File: config.mk
export PLATFORM = sky130hd
export DESIGN_NAME = axi_slave_mem_backend_flat
export DESIGN_NICKNAME = d
export VERILOG_FILES = /design/src/rtl/axi_slave_mem_backend_if.sv /design/src/rtl/axi_slave_mem_backend.sv /design/src/flat_wrapper.sv
export SDC_FILE = /design/constraint.sdc
export NUM_CORES = 1
export LEC_CHECK = 0
export CAP_MARGIN = 5
export CORE_MARGIN = 4
export CORE_UTILIZATION = 59
export DETAILED_ROUTE_END_ITERATION = 7
export PLACE_DENSITY = 0.79
export SETUP_SLACK_MARGIN = 0.2
export SYNTH_ARGS = -nofsm -noshare
export SYNTH_HDL_FRONTEND = slang
export SYNTH_SLANG_ARGS = --single-unit
export TNS_END_PERCENT = 50
File: constraint.sdc
create_clock -name clk -period 3.1 [get_ports clk]
set_input_delay 0.465 -clock clk [delete_from_list [all_inputs] [get_ports clk]]
set_output_delay 0.465 -clock clk [all_outputs]
set_load 0.1 [all_outputs]
File: src/rtl/axi_slave_mem_backend_if.sv
// Strobe-level bus between pure_AXI_slave_design (master side) and its
// word-addressed memory backend (slave side).
interface axi_slave_mem_backend_if #(
    parameter int AXI_DATA_WIDTH = 32,
    parameter int AXI_ADDR_WIDTH = 32
);
    logic [AXI_DATA_WIDTH-1:0]   write_data;
    logic [AXI_DATA_WIDTH/8-1:0] write_strb;
    logic [AXI_ADDR_WIDTH-1:0]   w_opt_addr;
    logic                        write_valid;
    logic [AXI_ADDR_WIDTH-1:0]   r_opt_addr;
    logic                        read_req;
    logic [AXI_DATA_WIDTH-1:0]   read_data;
    logic                        read_valid;
    logic                        aw_ar_ready;

    modport master (
        output write_data, write_strb, w_opt_addr, write_valid, r_opt_addr, read_req,
        input  read_data, read_valid, aw_ar_ready
    );

    modport slave (
        input  write_data, write_strb, w_opt_addr, write_valid, r_opt_addr, read_req,
        output read_data, read_valid, aw_ar_ready
    );
endinterface

File: src/rtl/axi_slave_mem_backend.sv
// Word-addressed register memory behind the AXI slave front end.
// Writes land on the strobe edge in any state; reads are sampled at the
// accept edge and returned READ_LATENCY cycles later, with aw_ar_ready low
// while a read is in flight.
// Optional feature: define MEM_ERR_CNT_EN to add the saturating err_count
// output (out-of-range accesses and reads ignored while busy).
module axi_slave_mem_backend #(
    parameter int AXI_DATA_WIDTH   = 32,
    parameter int AXI_ADDR_WIDTH   = 32,
    parameter int DATA_MEM_LENGTH  = 16,
    parameter int ADDR_LSB         = 2,
    parameter int ADDR_BASE_OFFSET = 0,
    parameter int READ_LATENCY     = 2
) (
    input  logic                   clk,
    input  logic                   rst,
`ifdef MEM_ERR_CNT_EN
    output logic [15:0]            err_count,
`endif
    axi_slave_mem_backend_if.slave bus
);
    localparam int IDX_W = (DATA_MEM_LENGTH > 1) ? $clog2(DATA_MEM_LENGTH) : 1;
    localparam int CNT_W = 3;
    localparam int NBYTE = AXI_DATA_WIDTH / 8;
    localparam logic [AXI_ADDR_WIDTH-1:0] BASE    = AXI_ADDR_WIDTH'(ADDR_BASE_OFFSET);
    localparam logic [AXI_ADDR_WIDTH-1:0] LEN     = AXI_ADDR_WIDTH'(DATA_MEM_LENGTH);
    localparam logic [CNT_W-1:0]          CNT_LD  = CNT_W'(READ_LATENCY - 1);

    typedef enum logic [0:0] {ST_IDLE, ST_RD_BUSY} state_t;

    // Decoded view of one byte address.
    typedef struct packed {
        logic             hit;
        logic [IDX_W-1:0] idx;
    } dec_t;

    // Index is formed in full address width so a wrapped subtraction or a
    // large offset can never alias onto a valid word.
    function automatic dec_t f_decode(input logic [AXI_ADDR_WIDTH-1:0] addr);
        logic [AXI_ADDR_WIDTH-1:0] full;
        dec_t d;
        full  = (addr - BASE) >> ADDR_LSB;
        d.hit = (addr >= BASE) && (full < LEN);
        d.idx = full[IDX_W-1:0];
        return d;
    endfunction

    logic [AXI_DATA_WIDTH-1:0] r_mem [DATA_MEM_LENGTH];
    state_t                    r_state, w_next_state;
    logic [CNT_W-1:0]          r_cnt, w_next_cnt;
    logic [AXI_DATA_WIDTH-1:0] r_rd_word;
    logic [AXI_DATA_WIDTH-1:0] r_read_data;
    logic                      r_read_valid;
    logic                      r_aw_ar_ready;

    dec_t                      w_wr_dec, w_rd_dec;
    logic [AXI_DATA_WIDTH-1:0] w_rd_word;
    logic                      w_rd_accept;
    logic                      w_fire;

    assign w_wr_dec    = f_decode(bus.w_opt_addr);
    assign w_rd_dec    = f_decode(bus.r_opt_addr);
    // Old contents: a same-edge write is not visible to this read.
    assign w_rd_word   = w_rd_dec.hit ? r_mem[w_rd_dec.idx] : '0;
    assign w_rd_accept = bus.read_req && (r_state == ST_IDLE);

    assign bus.read_data   = r_read_data;
    assign bus.read_valid  = r_read_valid;
    assign bus.aw_ar_ready = r_aw_ar_ready;

    // Next-state logic; r_cnt holds edges left before the read_valid edge.
    always_comb begin
        w_next_state = r_state;
        w_next_cnt   = r_cnt;
        w_fire       = 1'b0;
        case (r_state)
            ST_IDLE: begin
                if (w_rd_accept) begin
                    if (READ_LATENCY == 1) begin
                        w_fire = 1'b1;
                    end else begin
                        w_next_state = ST_RD_BUSY;
                        w_next_cnt   = CNT_LD;
                    end
                end
            end
            ST_RD_BUSY: begin
                if (r_cnt <= CNT_W'(1)) begin
                    w_fire       = 1'b1;
                    w_next_state = ST_IDLE;
                    w_next_cnt   = '0;
                end else begin
                    w_next_cnt = r_cnt - CNT_W'(1);
                end
            end
            default: begin
                w_next_state = ST_IDLE;
                w_next_cnt   = '0;
            end
        endcase
    end

    // State, counter and registered ready (tracks state==IDLE).
    always_ff @(posedge clk) begin
        if (rst) begin
            r_state       <= ST_IDLE;
            r_cnt         <= '0;
            r_aw_ar_ready <= 1'b1;
        end else begin
            r_state       <= w_next_state;
            r_cnt         <= w_next_cnt;
            r_aw_ar_ready <= (w_next_state == ST_IDLE);
        end
    end

    // Read data path: latch at accept, publish on the fire edge, hold otherwise.
    always_ff @(posedge clk) begin
        if (rst) begin
            r_rd_word    <= '0;
            r_read_data  <= '0;
            r_read_valid <= 1'b0;
        end else begin
            if (w_rd_accept) begin
                r_rd_word <= w_rd_word;
            end
            r_read_valid <= w_fire;
            if (w_fire) begin
                r_read_data <= (READ_LATENCY == 1) ? w_rd_word : r_rd_word;
            end
        end
    end

    // Byte-strobed writes, accepted in every state so burst beats drain.
    always_ff @(posedge clk) begin
        if (rst) begin
            for (int i = 0; i < DATA_MEM_LENGTH; i++) begin
                r_mem[i] <= '0;
            end
        end else if (bus.write_valid && w_wr_dec.hit) begin
            for (int b = 0; b < NBYTE; b++) begin
                if (bus.write_strb[b]) begin
                    r_mem[w_wr_dec.idx][8*b +: 8] <= bus.write_data[8*b +: 8];
                end
            end
        end
    end

`ifdef MEM_ERR_CNT_EN
    logic [15:0] r_err_count;
    logic [1:0]  w_err_inc;
    logic [16:0] w_err_sum;

    // A read is either accepted (and maybe out of range) or ignored, never both.
    assign w_err_inc = {1'b0, bus.write_valid && !w_wr_dec.hit}
                     + {1'b0, (w_rd_accept && !w_rd_dec.hit) ||
                              (bus.read_req && (r_state == ST_RD_BUSY))};
    assign w_err_sum = {1'b0, r_err_count} + {15'd0, w_err_inc};
    assign err_count = r_err_count;

    // Saturating error counter.
    always_ff @(posedge clk) begin
        if (rst) begin
            r_err_count <= '0;
        end else begin
            r_err_count <= w_err_sum[16] ? 16'hFFFF : w_err_sum[15:0];
        end
    end
`endif
endmodule
File: src/flat_wrapper.sv
// flat-port wrapper written by rule: the top's interface ports become plain ports
module axi_slave_mem_backend_flat 
#(
    parameter int AXI_DATA_WIDTH   = 32,
    parameter int AXI_ADDR_WIDTH   = 32,
    parameter int DATA_MEM_LENGTH  = 16,
    parameter int ADDR_LSB         = 2,
    parameter int ADDR_BASE_OFFSET = 0,
    parameter int READ_LATENCY     = 2
)
  (clk, rst, bus_write_data, bus_write_strb, bus_w_opt_addr, bus_write_valid, bus_r_opt_addr, bus_read_req, bus_read_data, bus_read_valid, bus_aw_ar_ready);
  axi_slave_mem_backend_if #(.AXI_DATA_WIDTH(AXI_DATA_WIDTH), .AXI_ADDR_WIDTH(AXI_ADDR_WIDTH)) bus_i ();
  input  logic clk;
  input  logic rst;
  input wire logic [$bits(bus_i.write_data)-1:0] bus_write_data;
  input wire logic [$bits(bus_i.write_strb)-1:0] bus_write_strb;
  input wire logic [$bits(bus_i.w_opt_addr)-1:0] bus_w_opt_addr;
  input wire logic [$bits(bus_i.write_valid)-1:0] bus_write_valid;
  input wire logic [$bits(bus_i.r_opt_addr)-1:0] bus_r_opt_addr;
  input wire logic [$bits(bus_i.read_req)-1:0] bus_read_req;
  output wire logic [$bits(bus_i.read_data)-1:0] bus_read_data;
  output wire logic [$bits(bus_i.read_valid)-1:0] bus_read_valid;
  output wire logic [$bits(bus_i.aw_ar_ready)-1:0] bus_aw_ar_ready;
  assign bus_i.write_data = bus_write_data;
  assign bus_i.write_strb = bus_write_strb;
  assign bus_i.w_opt_addr = bus_w_opt_addr;
  assign bus_i.write_valid = bus_write_valid;
  assign bus_i.r_opt_addr = bus_r_opt_addr;
  assign bus_i.read_req = bus_read_req;
  assign bus_read_data = bus_i.read_data;
  assign bus_read_valid = bus_i.read_valid;
  assign bus_aw_ar_ready = bus_i.aw_ar_ready;
  axi_slave_mem_backend #(.AXI_DATA_WIDTH(AXI_DATA_WIDTH), .AXI_ADDR_WIDTH(AXI_ADDR_WIDTH), .DATA_MEM_LENGTH(DATA_MEM_LENGTH), .ADDR_LSB(ADDR_LSB), .ADDR_BASE_OFFSET(ADDR_BASE_OFFSET), .READ_LATENCY(READ_LATENCY)) u_core (.clk(clk), .rst(rst), .bus(bus_i));
endmodule
# After elaboration in Yosys (flattened, before gate mapping)
# Memories as Yosys holds them, arrays and structs flattened.
# Index checks and enable logic that the tools add are counted.
op_classes:
  addsub: 1
  reduce_logical: 5
  magnitude_cmp: 5
  bitwise_logic: 2
  eq_ne: 1
  muxes: 30
op_table:
  columns: ["cell", "n"]
  rows:
  - ["32-bit by 1-bit greater-or-equal comparator with 1-bit output, second input constant", 2]
  - ["32-bit two-way mux", 2]
  - ["30-bit by 5-bit less-than comparator with 1-bit output, second input constant", 2]
  - ["32-bit OR reduction", 1]
  - ["1-bit two-way mux", 22]
  - ["4-bit two-way mux", 2]
  - ["3-bit two-way mux", 2]
  - ["3-bit one-hot mux with 2 select lines", 1]
  - ["1-bit logical AND", 4]
  - ["3-bit by 1-bit less-or-equal comparator with 1-bit output, second input constant", 1]
  - ["3-bit by 1-bit subtractor with 3-bit output, second input constant", 1]
  - ["2-bit by 1-bit inequality test with 1-bit output, second input constant", 1]
  - ["1-bit inverter", 2]
  - ["1-bit one-hot mux with 2 select lines", 1]
totals:
  ramBits: 512
  output_inout_bits: 34
  in_bits: 104
  n_memories: 1
  wordCells: 51
  reg_bits: 70
mem_list:
  columns: ["name", "depth", "width", "read_ports", "rd_clocked_by_memory_dff", "wr", "line_no", "text"]
  rows:
  - ["u_core.r_mem", 16, 32, 1, 0, 16, "axi_slave_mem_backend.sv:48", "logic [AXI_DATA_WIDTH-1:0] r_mem [DATA_MEM_LENGTH];"]

# Depth between registers and ports, before layout
depth:
  ltp_word: 8
  mapped_depth: 8
  depth_no_buf: 6

# Worst setup path before layout
# Ideal clock, no wire load.
synth_path:
  path_type: "input-to-reg"
  startpoint: "input bus_w_opt_addr[24]"
  endpoint: "memory u_core.r_mem[0][0], enable pin"
  setup_ns: 0.330
  path_stages: 7
  arrival_time_ns: 1.779
  required_time_ns: 2.770
  n_path_buf: 3
  slack_ns: 0.992
  cell_sequence: "nor4b_1 -> and4_1 -> buf_4 -> and2_1 -> buf_4 -> buf_4 -> a41o_1"
synth_rtl:
  columns: ["element", "line_no", "text"]
  rows:
  - ["start: declaration", "flat_wrapper.sv:17", "input wire logic [$bits(bus_i.w_opt_addr)-1:0] bus_w_opt_addr;"]
  - ["end: declaration", "axi_slave_mem_backend.sv:48", null]

==> metrics.txt <==
# TYPE chip_impl_metric gauge
chip_impl_info{name="criticalPathCategory",value="primary input to flip-flop"} 1
chip_impl_metric{name="finalNetCount",unit=""} 1990
chip_impl_metric{name="power.share.clock",unit=""} 0.409
chip_impl_metric{name="tightest_slew_margin_relative_to_the_limit",unit=""} 0.1162
chip_impl_metric{name="detailroute.wirelength.met2",unit="um"} 31010
chip_impl_info{name="holdCritStartpoint",value="rst"} 1
chip_impl_metric{name="multi_input_comb_area",unit="sq um"} 7600
chip_impl_metric{name="numCtsBuffers",unit=""} 57
chip_impl_metric{name="placement.io_buffers",unit=""} 133
chip_impl_info{name="grt_setup_unrepaired",value="false"} 1
chip_impl_metric{name="max_capacitance_violation_total",unit=""} 0
chip_impl_metric{name="cts_post_setup_buffers_inserted",unit=""} 0
chip_impl_metric{name="synth_cells",unit=""} 1799
chip_impl_info{name="run_status",value="completed"} 1
chip_impl_metric{name="finalPower",unit="mW"} 17.34
chip_impl_metric{name="worstPathArrival",unit="ps"} 2540
chip_impl_metric{name="die-area",unit="sq um"} 46310
chip_impl_metric{name="vias_per_cell",unit=""} 6.570
chip_impl_metric{name="layout-area-overhead-vs-synth",unit="%"} 14.69
chip_impl_info{name="layout.cells.most_common",value="sky130_fd_sc_hd__nor2_1"} 1
chip_impl_metric{name="power-per-cell-area",unit="nW/um^2"} 597.0
chip_impl_metric{name="post_synth_instance_area",unit="sq um"} 25330
chip_impl_info{name="tritoncts",value="yes"} 1
chip_impl_info{name="timing.critical_path.slowest_stage_cell",value="sky130_fd_sc_hd__a41o_1"} 1
chip_impl_metric{name="drt-total-wl",unit="um"} 64770
chip_impl_metric{name="grt_pass1_vias",unit=""} 16530
chip_impl_metric{name="cts_hold_repair.buffers",unit=""} 0
chip_impl_metric{name="hold-path-cell-count",unit=""} 3
chip_impl_metric{name="post_synth.cell_area_avg",unit="sq um"} 14.08
chip_impl_metric{name="core_area",unit="sq um"} 42230
chip_impl_metric{name="power.combinational.fraction",unit=""} 0.075
chip_impl_metric{name="yosysWarnings",unit=""} 0
chip_impl_metric{name="ys_seq_area_frac",unit=""} 0.6623
chip_impl_metric{name="max_clock_freq",unit="MHz"} 436.8
chip_impl_metric{name="yosys.cell_types.count",unit=""} 36
chip_impl_metric{name="grt_max_degree",unit=""} 89
chip_impl_metric{name="drc",unit=""} 0
chip_impl_info{name="clock_tree.root_cell",value="sky130_fd_sc_hd__clkbuf_16"} 1
chip_impl_metric{name="vias",unit=""} 16210
chip_impl_info{name="worst_path_dominant_cell_family",value="simple AND/OR/NAND/NOR gates"} 1
chip_impl_metric{name="number_of_antenna_violations_at_the_first_check_in_global_routing",unit=""} 0
chip_impl_metric{name="cts_resized",unit=""} 0
chip_impl_metric{name="reg2reg_slack",unit="ps"} 930
chip_impl_metric{name="crit_required",unit="ps"} 3350
chip_impl_metric{name="r2r_cells",unit=""} 5
chip_impl_info{name="worst_r2r_startpoint",value="u_core.r_cnt[0]"} 1
chip_impl_metric{name="met1Wirelength",unit="um"} 23580
chip_impl_metric{name="sequentialPowerShare",unit=""} 0.516
chip_impl_metric{name="first_iter_violations",unit=""} 2122
chip_impl_metric{name="floorplan.die.width",unit="um"} 215.2
chip_impl_metric{name="grt_util_all_layers",unit=""} 0.2787
chip_impl_metric{name="wl_met3",unit="um"} 8025
chip_impl_info{name="critPathCaptureType",value="flip-flop"} 1
chip_impl_metric{name="timing.final.max_slew_violations",unit=""} 0
chip_impl_metric{name="critical_path.n_buffers_inverters",unit=""} 2
chip_impl_info{name="final_cell_mix",value="517 x sky130_fd_sc_hd__nor2_1, 512 x sky130_fd_sc_hd__edfxtp_1, 128 x sky130_fd_sc_hd__nand2_1"} 1
chip_impl_metric{name="first_pass_grt_wire_length",unit="um"} 98840
chip_impl_info{name="critical_path.startpoint_type",value="primary input"} 1
chip_impl_metric{name="grt.overflow.total",unit=""} 0
chip_impl_metric{name="sequential_cell_area_in_the_final_layout",unit="sq um"} 16780
chip_impl_metric{name="share_of_post_route_cells_with_drive_strength_above_1",unit=""} 0.1738
chip_impl_metric{name="final_core_utilization",unit=""} 0.6879
chip_impl_metric{name="gp_congestion",unit=""} 0.8507
chip_impl_info{name="reg2reg_to",value="u_core.bus.read_data[29]"} 1
chip_impl_metric{name="h-tree-depth",unit=""} 2
chip_impl_metric{name="boundaryPins",unit=""} 138
chip_impl_metric{name="leakage_power_figure",unit="nW"} 10.05
chip_impl_metric{name="fillers",unit=""} 2677
chip_impl_metric{name="diodes",unit=""} 0
chip_impl_metric{name="fp.dieH",unit="um"} 215.2
chip_impl_metric{name="worstSkewPairLatency",unit="ps"} 610
chip_impl_info{name="worstPathCellList",value="clkdlybuf4s50_1 > nor4_1 > and3_1 > and2_2 > buf_12 > a41o_1"} 1
chip_impl_metric{name="detail-route-antenna-nets",unit=""} 0
chip_impl_metric{name="dr.pass1.iters",unit=""} 6
chip_impl_metric{name="crit_fanout",unit=""} 24
chip_impl_metric{name="sinks_on_the_clock_net",unit=""} 582
chip_impl_metric{name="switchingPower",unit="mW"} 3.878
chip_impl_metric{name="vdd_ir_drop_max",unit="V"} 0.0004205
chip_impl_metric{name="dp_hpwl",unit="um"} 40340
chip_impl_metric{name="internal_power",unit="mW"} 13.47
chip_impl_metric{name="clock_skew",unit="ps"} 18.49
chip_impl_metric{name="worst_slew_pin_slew",unit="ps"} 1326
chip_impl_info{name="worst_hold_path_type",value="primary input to flip-flop"} 1
chip_impl_metric{name="rows",unit=""} 75
chip_impl_metric{name="initial_core_utilization",unit=""} 0.5998
chip_impl_metric{name="hold_violations",unit=""} 0
chip_impl_metric{name="worst_path_largest_cell_delay",unit="ps"} 490
chip_impl_metric{name="layout_worst_path_cycle_share",unit=""} 0.7386
chip_impl_metric{name="ys_ff_latch",unit=""} 582
chip_impl_info{name="worstHoldEndpoint",value="u_core.bus.read_data[26]"} 1
chip_impl_metric{name="min_tclk_post_route",unit="ps"} 2290
chip_impl_metric{name="setup-tns-final",unit="ps"} 0
chip_impl_metric{name="cts.path.max_buffers",unit=""} 3
chip_impl_metric{name="wl_per_cell",unit="um"} 26.26
chip_impl_metric{name="synthesis.nets",unit=""} 1905
chip_impl_info{name="top_layer",value="met4"} 1
chip_impl_metric{name="setup_violations",unit=""} 0
chip_impl_metric{name="power_switching_share",unit=""} 0.2236
chip_impl_metric{name="register_clock_pin_slew_on_the_reported_worst_setup_and_hold_paths",unit="ps"} 60
## power by group through the flow
| stage | clock (mW) | combinational (mW) | sequential (mW) |
|---|---|---|---|
| 4_1_cts | 7.13 | 1.29 | 8.94 |
| 5_1_grt | 7.48 | 1.36 | 8.97 |
| 3_3_place_gp | 0 | 1.24 | 9.07 |
| 3_5_place_dp | 0 | 1.28 | 9.11 |
| 6_report | 7.10 | 1.30 | 8.95 |
| 2_1_floorplan | 0 | 0.803 | 9.07 |
## per-stage QoR
stage,worst slack [ps],instances,cell area (sq um),hold WS (ps)
final,810.4,2467,29050,308.8
after global routing,723.3,2467,29050,328.4
after CTS,843.6,2467,29050,294.5
after detailed placement,225.3,2364,27110,451.4
after global placement,291.8,2364,27110,440.3
after floorplan,991.7,1799,25330,431.6
## worst register-to-register path, delay by kind of cell, from the launching register on
family,cells,cell delay [ps]
fa+ha+maj,1,200
simple gates,2,1140
compound gates,2,320
flops,1,430
## cells by family after synthesis
group | after synthesis | synth area share
flip-flops | 582 | 0.6623
AO/OA/AOI/OAI | 199 | 0.06283
multiplexers | 128 | 0.1193
AND/OR/NAND/NOR | 704 | 0.1159
buffers and inverters | 184 | 0.03868
adder cells (fa/ha/maj) | 2 | 0.0009878
## cell type report
cell class | instances | share of cell area
inverter | 4 | 0.0005168
multi-input combinational | 1033 | 0.2616
tap | 539 | 0.02321
clock inverter | 34 | 0.01197
clock buffer | 69 | 0.05496
sequential | 582 | 0.5775
timing repair buffer | 206 | 0.07025
## Yosys cell counts
library cell	instances	area [sq um]
sky130_fd_sc_hd__dfxtp_1	70	1401
sky130_fd_sc_hd__a22o_1	32	280.3
sky130_fd_sc_hd__edfxtp_1	512	15370
sky130_fd_sc_hd__ha_1	2	25.02
sky130_fd_sc_hd__mux4_1	37	972.2
sky130_fd_sc_hd__o21ba_2	1	10.01
sky130_fd_sc_hd__nand4_2	1	12.51
sky130_fd_sc_hd__buf_6	3	33.78
sky130_fd_sc_hd__buf_8	1	15.01
sky130_fd_sc_hd__buf_1	5	18.77
sky130_fd_sc_hd__nand2_1	128	480.5
sky130_fd_sc_hd__nor4b_1	1	8.760
sky130_fd_sc_hd__buf_2	41	205.2
sky130_fd_sc_hd__and3_1	6	37.54
sky130_fd_sc_hd__nor2_1	522	1959
sky130_fd_sc_hd__nand3_1	1	5.000
sky130_fd_sc_hd__nor2b_1	8	50.05
sky130_fd_sc_hd__o21bai_1	1	7.510
sky130_fd_sc_hd__nor4_1	12	75.07
sky130_fd_sc_hd__and4_1	1	8.760
sky130_fd_sc_hd__o21ai_0	2	10.01
sky130_fd_sc_hd__o22a_1	1	8.760
sky130_fd_sc_hd__a41o_1	48	480.5
sky130_fd_sc_hd__nand4_1	8	50.05
sky130_fd_sc_hd__clkbuf_1	109	409.1
sky130_fd_sc_hd__inv_1	4	15.01
sky130_fd_sc_hd__a22oi_1	64	480.5
sky130_fd_sc_hd__mux4_2	91	2049
sky130_fd_sc_hd__nand4_4	10	212.7
sky130_fd_sc_hd__a31o_2	16	140.1
sky130_fd_sc_hd__buf_12	10	200.2
sky130_fd_sc_hd__nor3_1	2	10.01
sky130_fd_sc_hd__a2bb2oi_1	1	8.760
sky130_fd_sc_hd__a21oi_1	33	165.2
sky130_fd_sc_hd__and2_1	4	25.02
sky130_fd_sc_hd__buf_4	11	82.58
## worst max-delay path by stage
stage	start	endpoint	slack, ps	cells after the start
after floorplan	bus_w_opt_addr[24]	u_core.r_mem[0][0]	990	7
after global placement	bus_w_opt_addr[24]	u_core.r_mem[11][12]	290	6
after detailed placement	bus_w_opt_addr[14]	u_core.r_mem[11][7]	230	6
after CTS	bus_w_opt_addr[14]	u_core.r_mem[4][6]	840	6
after global routing	u_core.r_cnt[0]	u_core.bus.read_data[13]	720	5
final	bus_w_opt_addr[14]	u_core.r_mem[3][1]	810	6
## registers in the layout, indices dropped and copies added (netlist names)
signal	cells
u_core.r_state	1
u_core.bus.read_data	32
u_core.bus.read_valid	1
u_core.r_mem	512
u_core.bus.aw_ar_ready	1
u_core.r_cnt	3
u_core.r_rd_word	32
## layer usage
| metal | up-vias | global-route usage |
|---|---|---|
| met5 | - | 0 |
| met4 | 0 | 0.09706 |
| met3 | 164 | 0.06073 |
| met2 | 1161 | 0.4448 |
| met1 | 7986 | 0.3869 |
| li1 | 6898 | - |
Note: power is estimated with default switching activity, not from simulation.
